===== src/rtl/arith_pkg.sv =====
// Shared arithmetic definitions for the divide path: FSM state encoding,
// default operand widths and the step-counter width helper.
package arith_pkg;

  localparam int DIVIDEND_W_DEF = 8;
  localparam int DIVISOR_W_DEF  = 4;

  // Step counter must hold 0..DIVIDEND_W.
  function automatic int cnt_width(input int dividend_w);
    return $clog2(dividend_w + 1);
  endfunction

  localparam int CNT_W_DEF = cnt_width(DIVIDEND_W_DEF);

  typedef enum logic [1:0] {
    ST_IDLE = 2'd0,
    ST_CALC = 2'd1,
    ST_DONE = 2'd2
  } div_state_e;

endpackage


===== src/rtl/trial_subtractor.sv =====
// Combinational W-bit subtract with borrow-out; the trial step of the
// restoring divider (borrow_o = 1 means the difference went negative).
module trial_subtractor #(
  parameter int W = 5
) (
  input  logic [W-1:0] minuend_i,
  input  logic [W-1:0] subtrahend_i,
  output logic [W-1:0] diff_o,
  output logic         borrow_o
);

  logic [W:0] diff_ext;

  assign diff_ext = {1'b0, minuend_i} - {1'b0, subtrahend_i};
  assign diff_o   = diff_ext[W-1:0];
  assign borrow_o = diff_ext[W];

endmodule


===== src/rtl/seq_divider.sv =====
// Multi-cycle unsigned restoring divider, one quotient bit per cycle.
// Build option DIV_ZERO_DETECT_EN: zero divisor short-cuts IDLE -> DONE and flags div_by_zero.
//
//   state   | meaning
//   --------+-----------------------------------------------------------
//   IDLE    | waiting for start; operands latched on the start edge
//   CALC    | one shift/trial-subtract step per cycle, DIVIDEND_W cycles
//   DONE    | results written on entry, done pulses for this one cycle
module seq_divider
  import arith_pkg::*;
#(
  parameter int DIVIDEND_W = DIVIDEND_W_DEF,
  parameter int DIVISOR_W  = DIVISOR_W_DEF
) (
  input  logic                  clk,
  input  logic                  rst,
  input  logic                  start,
  input  logic [DIVIDEND_W-1:0] dividend,
  input  logic [DIVISOR_W-1:0]  divisor,
  output logic                  busy,
  output logic                  done,
  output logic [DIVIDEND_W-1:0] quotient,
  output logic [DIVISOR_W-1:0]  remainder,
  output logic                  div_by_zero
);

  localparam int CNT_W = cnt_width(DIVIDEND_W);
  localparam int REM_W = DIVISOR_W + 1;

  div_state_e            state_q, state_d;
  logic [CNT_W-1:0]      cnt_q, cnt_d;
  logic [REM_W-1:0]      rem_q, rem_d;
  logic [DIVIDEND_W-1:0] qsh_q, qsh_d;
  logic [DIVISOR_W-1:0]  dvs_q, dvs_d;
  logic [DIVIDEND_W-1:0] quot_q, quot_d;
  logic [DIVISOR_W-1:0]  remo_q, remo_d;
  logic                  dbz_q, dbz_d;

  logic [REM_W-1:0]      rem_shift;
  logic [REM_W-1:0]      trial_diff;
  logic                  trial_borrow;
  logic [REM_W-1:0]      rem_step;
  logic [DIVIDEND_W-1:0] qsh_step;
  logic                  last_step;

  // The top bit of R is always shifted out before the next trial, so it is
  // never observed; only R' (formed below) needs the extra bit.
  logic                  unused_rem_msb;
  assign unused_rem_msb = rem_q[REM_W-1];

  assign rem_shift = {rem_q[DIVISOR_W-1:0], qsh_q[DIVIDEND_W-1]};

  trial_subtractor #(
    .W (REM_W)
  ) u_trial (
    .minuend_i    (rem_shift),
    .subtrahend_i ({1'b0, dvs_q}),
    .diff_o       (trial_diff),
    .borrow_o     (trial_borrow)
  );

  assign rem_step  = trial_borrow ? rem_shift : trial_diff;
  assign qsh_step  = {qsh_q[DIVIDEND_W-2:0], ~trial_borrow};
  assign last_step = (cnt_q == CNT_W'(DIVIDEND_W - 1));

  always_comb begin
    state_d = state_q;
    cnt_d   = cnt_q;
    rem_d   = rem_q;
    qsh_d   = qsh_q;
    dvs_d   = dvs_q;
    quot_d  = quot_q;
    remo_d  = remo_q;
    dbz_d   = 1'b0;

    case (state_q)
      ST_IDLE: begin
        if (start) begin
          dvs_d = divisor;
          rem_d = '0;
          qsh_d = dividend;
          cnt_d = '0;
`ifdef DIV_ZERO_DETECT_EN
          if (divisor == '0) begin
            state_d = ST_DONE;
            quot_d  = '1;
            remo_d  = '0;
            dbz_d   = 1'b1;
          end else begin
            state_d = ST_CALC;
          end
`else
          state_d = ST_CALC;
`endif
        end
      end

      ST_CALC: begin
        rem_d = rem_step;
        qsh_d = qsh_step;
        cnt_d = cnt_q + CNT_W'(1);
        // Results land on DONE entry so they are valid while done is high.
        if (last_step) begin
          state_d = ST_DONE;
          quot_d  = qsh_step;
          remo_d  = rem_step[DIVISOR_W-1:0];
        end
      end

      ST_DONE: begin
        state_d = ST_IDLE;
      end

      default: begin
        state_d = ST_IDLE;
      end
    endcase
  end

  always_ff @(posedge clk) begin
    if (rst) begin
      state_q <= ST_IDLE;
      cnt_q   <= '0;
      rem_q   <= '0;
      qsh_q   <= '0;
      dvs_q   <= '0;
      quot_q  <= '0;
      remo_q  <= '0;
      dbz_q   <= 1'b0;
    end else begin
      state_q <= state_d;
      cnt_q   <= cnt_d;
      rem_q   <= rem_d;
      qsh_q   <= qsh_d;
      dvs_q   <= dvs_d;
      quot_q  <= quot_d;
      remo_q  <= remo_d;
      dbz_q   <= dbz_d;
    end
  end

  assign busy        = (state_q == ST_CALC);
  assign done        = (state_q == ST_DONE);
  assign quotient    = quot_q;
  assign remainder   = remo_q;
  assign div_by_zero = dbz_q;

endmodule


===== config.mk =====
export PLATFORM = sky130hd
export DESIGN_NAME = seq_divider
export DESIGN_NICKNAME = d
export VERILOG_FILES = /design/src/rtl/arith_pkg.sv /design/src/rtl/trial_subtractor.sv /design/src/rtl/seq_divider.sv
export SDC_FILE = /design/constraint.sdc
export NUM_CORES = 1
export LEC_CHECK = 0
export CAP_MARGIN = 25
export CORE_AREA = 4 4 61 63
export CTS_BUF_LIST = sky130_fd_sc_hd__clkbuf_4
export CTS_CLUSTER_DIAMETER = 100
export DETAILED_ROUTE_END_ITERATION = 12
export DIE_AREA = 0 0 65 67
export GPL_TIMING_DRIVEN = 1
export HOLD_SLACK_MARGIN = 0.12
export PLACE_DENSITY = 0.76
export SETUP_SLACK_MARGIN = 0.5
export SLEW_MARGIN = 40
export SYNTH_ARGS = -nofsm -noshare
export SYNTH_HDL_FRONTEND = slang
export SYNTH_SLANG_ARGS = --single-unit
export TNS_END_PERCENT = 100

===== constraint.sdc =====
create_clock -name clk -period 3.9 [get_ports clk]
set_input_delay 0.78 -clock clk [delete_from_list [all_inputs] [get_ports clk]]
set_output_delay 0.78 -clock clk [all_outputs]
set_load 0.05 [all_outputs]

# Word-level counts from Yosys, hierarchy flattened
# Cells that the tools add are included.
# classes
n_mux,10
n_bitwise,1
n_addsub,2
reduce_logical,6
n_eq_ne,5
# op_table
cell,count
4-bit one-hot mux with 2 select lines,2
8-bit one-hot mux with 2 select lines,1
4-bit two-way mux,3
8-bit two-way mux,1
2-bit AND reduction,4
5-bit by 4-bit subtractor with 6-bit output,1
4-bit by 1-bit adder with 4-bit output (second input constant),1
4-bit by 3-bit == test with 1-bit output (second input constant),1
2-bit two-way mux,2
2-bit one-hot mux with 2 select lines,1
2-bit by 1-bit == test with 1-bit output (second input constant),1
2-bit == test (second input constant),1
2-bit zero test,1
2-bit by 1-bit != test with 1-bit output (second input constant),1
2-bit != test (second input constant),1
2-bit nonzero test,1
1-bit inverter,1
# totals
regBits,34
elab_cells,31

# Logic depth before layout (Yosys ltp)
# Gate-level depths: netlist of run 1.
# logic_depth
ltp_word,3
depth_mapped,7
ltp_nobuf,6

# Cells and area by module
# A second synthesis of run 1 with hierarchy kept.
# hier_totals
cells_unflattened,175
hier_area_um2,1620.3
# by_module_without_submodules
mod,area_per_inst_um2,cells_per_inst,instances
seq_divider,1413.9,146,1
trial_subtractor,206.4,29,1

# Worst setup path after synthesis of run 1
# No wires, ideal clock.
# synth_path
path_kind,reg2out
start,reg state_q[1]
end,out done
t_arrival_ns,1.134
t_required_ns,3.120
stages_incl_launch_ff,2
n_path_buf,0
path_slack_ns,1.986
cell_sequence,dfxtp_1 -> nor2b_1
# synth_between
elab_chain_len,1
# synth_rtl
element,line_no,rtl
start: declaration,seq_divider.sv:30,"div_state_e state_q, state_d;"
start signal: assignment,seq_divider.sv:131,state_q <= state_d;
2-bit == test,seq_divider.sv:143,assign done = (state_q == ST_DONE);
end: declaration,seq_divider.sv:21,"output logic done,"
# No other way between the ends.

# Final worst setup path of run 1
# layout_path
start,reg state_q[1]
end,out busy
# layout_between
elab_chain_len,1
# layout_rtl
element,line_no,rtl
2-bit by 1-bit == test with 1-bit output,seq_divider.sv:142,assign busy = (state_q == ST_CALC);
end: declaration,seq_divider.sv:20,"output logic busy,"
# No other way between the ends.

==> results of run 1 <==
==> cells in the mapped netlist (2+ instances only) <==
| library cell | instances | area, sq um |
|---|---|---|
| a21oi_1 | 15 | 75.1 |
| a32o_1 | 3 | 30.0 |
| buf_2 | 4 | 20.0 |
| clkbuf_1 | 8 | 30.0 |
| dfxtp_1 | 34 | 681 |
| ha_1 | 5 | 62.6 |
| inv_1 | 6 | 22.5 |
| mux2_2 | 2 | 22.5 |
| mux2i_1 | 4 | 40.0 |
| nand2_1 | 17 | 63.8 |
| nand2b_1 | 3 | 18.8 |
| nand3b_1 | 5 | 37.5 |
| nor2_1 | 37 | 139 |
| nor2b_1 | 3 | 18.8 |
| nor3_1 | 3 | 15.0 |
| nor4_1 | 7 | 43.8 |
| o211ai_1 | 2 | 15.0 |
| o21ai_0 | 5 | 25.0 |
| o311ai_2 | 2 | 32.5 |
| o31ai_1 | 2 | 15.0 |
| or2_1 | 2 | 12.5 |
| or3_1 | 5 | 31.3 |
==> critical path, delay by kind of cell, from the launching register on <==
family | cells | cell delay (ps)
AND/OR/NAND/NOR | 1 | 360
flip-flops | 1 | 380
buffers and inverters | 2 | 1070
==> logic make-up (layout without fill, tap and decap cells) <==
group	after synthesis	count (layout)
AOI/OAI and AO/OA	37	37
xor gates and xnor gates	1	1
adders and majority gates	6	6
buffers and inverters	20	43
DFF	34	34
muxes	6	6
other	1	1
and+or+nand+nor	84	84
==> power groups by stage <==
stage	combinational, W	clock [W]	sequential [W]
floorplan	0.000106	0	0.000383
global placement	0.000133	0	0.000387
detailed placement	0.000139	0	0.000387
CTS	0.000141	0.000198	0.000379
global route	0.000161	0.000210	0.000382
finish	0.000142	0.000192	0.000380
==> registers in the layout, summed over array words and instances, names as in the netlist <==
signal and cells:
rem_q 4, qsh_q 8, state_q 2, quotient 8, remainder 4, cnt_q 4, dvs_q 4
==> final timing paths <==
check,depth (start not counted),endpoint,slack (ps)
worst max-delay path,3,busy,970
worst min-delay path,2,quotient[4],460
worst max register to register,6,rem_q[0],1930
worst min register to register,2,quotient[4],460
==> cell type report <==
cell class | instances | area, sq um
Clock buffer | 6 | 45.0
Clock inverter | 2 | 8.76
Fill cell | 297 | 1310
Inverter | 6 | 22.5
Multi-Input combinational cell | 135 | 825
Sequential cell | 34 | 681
Tap cell | 46 | 57.6
Timing Repair Buffer | 29 | 288
==> layer usage <==
| metal | GRT usage (%) | wire length, um | vias to the layer above | part of all wire (%) |
|---|---|---|---|---|
| li1 | - | - | 701 | - |
| met1 | 20.1 | 1570 | 629 | 46 |
| met2 | 28.1 | 1590 | 35 | 47 |
| met3 | 3.54 | 138 | 8 | 4.1 |
| met4 | 11.9 | 102 | 0 | 3.0 |
| met5 | 0 | 0 | - | 0 |
==> through the flow <==
| step | total power (W) | hold slack [ps] | util [%] | instance area (sq um) | cells |
|---|---|---|---|---|---|
| CTS | 0.000718 | 460 | 59.5 | 1920 | 258 |
| global placement | 0.000520 | 448 | 57.8 | 1870 | 250 |
| finish | 0.000713 | 460 | 59.6 | 1930 | 258 |
| global route | 0.000753 | 486 | 59.6 | 1930 | 258 |
| floorplan | 0.000489 | 417 | - | 1580 | 189 |
| detailed placement | 0.000526 | 446 | 57.9 | 1870 | 250 |
==> results.yml, run 1 <==
status:
  status: "complete, no violations"
timing:
  fmax_ghz: 0.341
  slew_headroom_pct: 48.5
  setup_viol: 0
  fin_skew_ps: 11.0
  finalHoldViolations: 0
  min_period_over_period_pct: 75.1
  rsz0062_at_grt: "no"
  fin_ws_ps: 971
  maxSlewViolCount: 0
  tightest_slew_ps: 771
  min_period_ps: 2930
  fin_tns_setup_ps: 0
worst_setup_path:
  end_kind: "output pin"
  max_stage_delay_ps: 830
  cpMaxStageDelayCell: "clkdlybuf4s50_1"
  cp-start-kind: "register"
  critPathArrivalTime_ps: 2150
  crit_path_max_fanout: 12
  worstPathRequired_ps: 3120
  path_cells: "nand2b_1 > inv_1 > clkdlybuf4s50_1"
  crit_type: "reg -> out"
  crit-reg2reg-launch: "qsh_q[7]"
  cp-startpoint: "state_q[1]"
yosys:
  synthArstFlopShare_pct: 0
  yosysSeqAreaShare_pct: 43.0
  synth_top_family_by_area: "simple AND/OR/NAND/NOR gates"
  syn_inst: 189
  synth_edf_count: 0
  synthSimpleGateAreaFrac_pct: 25.0
  synthMuxAreaShare_pct: 3.95
  ys_types: 37
  syn_nets: 210
  netlist_area_sq_um: 1580
  ys_seq_elements: 34
  synth_fa_ha_area_share_pct: 5.21
  synth_top_flop_cell: "dfxtp_1"
  synth-xor-area-share_pct: 0.553
  yosysWarnings: 0
  synth.avg_cell_area_sq_um: 8.38
  synth_compound_area_share_pct: 16.7
power:
  switching_share_pct: 30.3
  ir_drop_mv: 0.188
  clkPwrFrac_pct: 26.9
  pwr-share-seq_pct: 53.2
  switchingPower_w: 0.000216
  p_per_area_nw_per_um2: 370
  leakage_nw: 0.738
  intPower_w: 0.000497
  power_frac_comb_pct: 19.8
global_routing:
  antenna_found_initial: 0
  gr-total-overflow: 0
  globalRouteTotalUtil_pct: 17.2
  grt_max_degree: 24
  grt_pass1_wl_mm: 5.62
  grt_pass1_vias: 1275
clock_network:
  clkTransAtPathRegs_ps: 100
  cts_root_buf: "clkbuf_4"
  cts_hold_buffers: 0
  cts_made_buffers: 5
  clock_sinks: 34
  clk_latency_ps: 340
  cts_tree: "yes"
  cts_setup_buffers: 0
  cts_buffer_depth: 2
  htree_levels: 2
  cts_resized: 0
routing:
  wire_per_inst_um: 13.2
  drt_drc_violations_left: 0
  dr.first_iter.drc_count: 81
  routed_wl_mm: 3.40
  via_per_inst: 5.32
  first_pass_iters: 4
  postRouteAntennaNets: 0
  via_count: 1373
floorplanning:
  rows: 21
  core_area_sq_um: 3230
  die_y_um: 67
  die_x_um: 65
  initial_core_util_pct: 49.0
  die_area_sq_um: 4360
  io_pins: 30
place:
  io_buffer_count: 28
  place_ws_ps: 1360
  dpl.hpwl_mm: 2.33
  place_congestion: 0.851
job:
  cap_viol_max_count: 0
finish:
  syn_to_final_growth_pct: 21.6
  layout-drive-gt1-share_pct: 8.02
  final_common_cell: "nor2_1"
  finalNetCount: 232
  diodes: 0
  mostFrequentLayoutCells: "nor2_1, dfxtp_1, clkdlybuf4s50_1"
worst_hold_path:
  min_from: "quotient[4]"
  hp-class: "reg -> reg"
No activity file was read; power rests on OpenSTA's default activity.
==> inputs of run 2 (changes only) <==
clock period = 3 ns   (was 3.9 ns; I/O delays follow)
==> results.yml, run 2 (same netlist as run 1, synthesis figures left out) <==
timing:
  setup_viol: 0
  min_period_ps: 2370
  fmax_ghz: 0.421
  fin_skew_ps: 13.5
  rsz0062_at_grt: "no"
  finalHoldViolations: 0
  maxSlewViolCount: 0
  slew_headroom_pct: 63.2
  tightest_slew_ps: 552
  min_period_over_period_pct: 79.1
  fin_tns_setup_ps: 0
clock_network:
  clkTransAtPathRegs_ps: 110
  cts_setup_buffers: 0
  cts_made_buffers: 5
  htree_levels: 2
  cts_buffer_depth: 2
  cts_tree: "yes"
  clk_latency_ps: 350
  cts_root_buf: "clkbuf_4"
  clock_sinks: 34
finish:
  syn_to_final_growth_pct: 24.4
  mostFrequentLayoutCells: "nor2_1, dfxtp_1, clkdlybuf4s50_1"
  finalNetCount: 234
  layout-drive-gt1-share_pct: 9.35
  diodes: 0
  final_common_cell: "nor2_1"
global_routing:
  grt_pass1_vias: 1295
  grt_max_degree: 17
  antenna_found_initial: 0
  grt_pass1_wl_mm: 5.73
  gr-total-overflow: 0
  globalRouteTotalUtil_pct: 17.2
routing:
  via_per_inst: 5.38
  postRouteAntennaNets: 0
  dr.first_iter.drc_count: 77
  wire_per_inst_um: 13.3
  drt_drc_violations_left: 0
  first_pass_iters: 5
  via_count: 1398
  routed_wl_mm: 3.47
floorplanning:
  die_x_um: 65
  initial_core_util_pct: 49.0
  rows: 21
  core_area_sq_um: 3230
  io_pins: 30
  die_y_um: 67
  die_area_sq_um: 4360
power:
  switching_share_pct: 29.1
  intPower_w: 0.000730
  power_frac_comb_pct: 18.4
  switchingPower_w: 0.000300
  p_per_area_nw_per_um2: 523
  pwr-share-seq_pct: 48.0
  p_total_w: 0.00103
  leakage_nw: 0.773
  ir_drop_mv: 0.267
  clkPwrFrac_pct: 33.7
worst_setup_path:
  crit_family: "buffers and inverters"
  crit_buf_inv: 2
  cp-start-kind: "register"
  cpMaxStageDelayCell: "dlygate4sd2_1"
  crit_path_max_fanout: 12
  end_kind: "output pin"
  path_cells: "nand2b_2 > inv_1 > dlygate4sd2_1"
  critPathArrivalTime_ps: 1770
  crit_type: "reg -> out"
  worstPathRequired_ps: 2400
  max_stage_delay_ps: 550
job:
  cap_viol_max_count: 0
status:
  status: "complete, no violations"
place:
  dpl.hpwl_mm: 2.45
  io_buffer_count: 28
  place_congestion: 0.880
worst_hold_path:
  hp-class: "reg -> reg"
run 2: cell types whose count changed in the layout (fill, tap and decap cells not counted), sizes merged:
cell / before / now
clkdlybuf4s50: 28 / 26
clkinv: 2 / 0
clkinvlp: 0 / 2
bufinv: 0 / 1
dlygate4sd2: 0 / 1
dlymetal6s2s: 0 / 1
buf: 1 / 3
clkbuf: 6 / 5
run 2: path summary, 6_finish.rpt:
kind / from / to / slack [ps] / cells past startpoint
setup reg to reg: cnt_q[0] / remainder[1] / 1100 / 5
hold reg to reg: quotient[4] / quotient[4] / 460 / 2
hold / removal: quotient[4] / quotient[4] / 460 / 2
setup / recovery: state_q[1] / busy / 630 / 3
run 2: area by class of cell:
cell class	instances	area (sq um)
sequential	34	681
inverter	6	22.5
tap	46	57.6
multi-input combinational	135	823
clock buffer	5	37.5
clock inverter	3	45.0
fill	291	1260
timing repair buffer	31	304
run 2: power by group through the flow:
stage / logic (W) / clock network [W] / registers [W]
CTS: 0.000187 / 0.000355 / 0.000494
global placement: 0.000181 / 0 / 0.000503
detailed placement: 0.000186 / 0 / 0.000503
finish: 0.000189 / 0.000347 / 0.000494
floorplan: 0.000138 / 0 / 0.000498
global route: 0.000210 / 0.000377 / 0.000497
run 2: metal layers:
layer / vias up / GRT usage, % / wire length, um
met1: 654 / 19.7 / 1500
li1: 697 / - / -
met5: - / 0 / 0
met2: 37 / 29.6 / 1740
met4: 0 / 7.92 / 77
met3: 10 / 4.72 / 145
run 2: through the flow:
step | setup slack [ps] | std cells | hold WS (ps) | utilization [%] | cell area (sq um)
global placement | 686 | 252 | 434 | 58.2 | 1880
detailed placement | 651 | 252 | 442 | 58.2 | 1880
global route | 508 | 260 | 484 | 61.0 | 1970
CTS | 524 | 260 | 466 | 60.7 | 1960
floorplan | 1270 | 189 | 417 | - | 1580
finish | 627 | 260 | 462 | 61.0 | 1970
run 2: repair_timing:
item,4_1_cts,5_1_grt
gates cloned,0,0
hold buffers,0,0
gates resized for setup,1,2
setup endpoints to repair,1,2
run 2: worst reg2reg max path, delay by kind of cell, from the launching register on:
family	cells	cell delay [ps]
flip-flops	1	400
AND/OR/NAND/NOR	3	990
adder cells (fa/ha/maj)	1	200
AO/OA/AOI/OAI	1	220
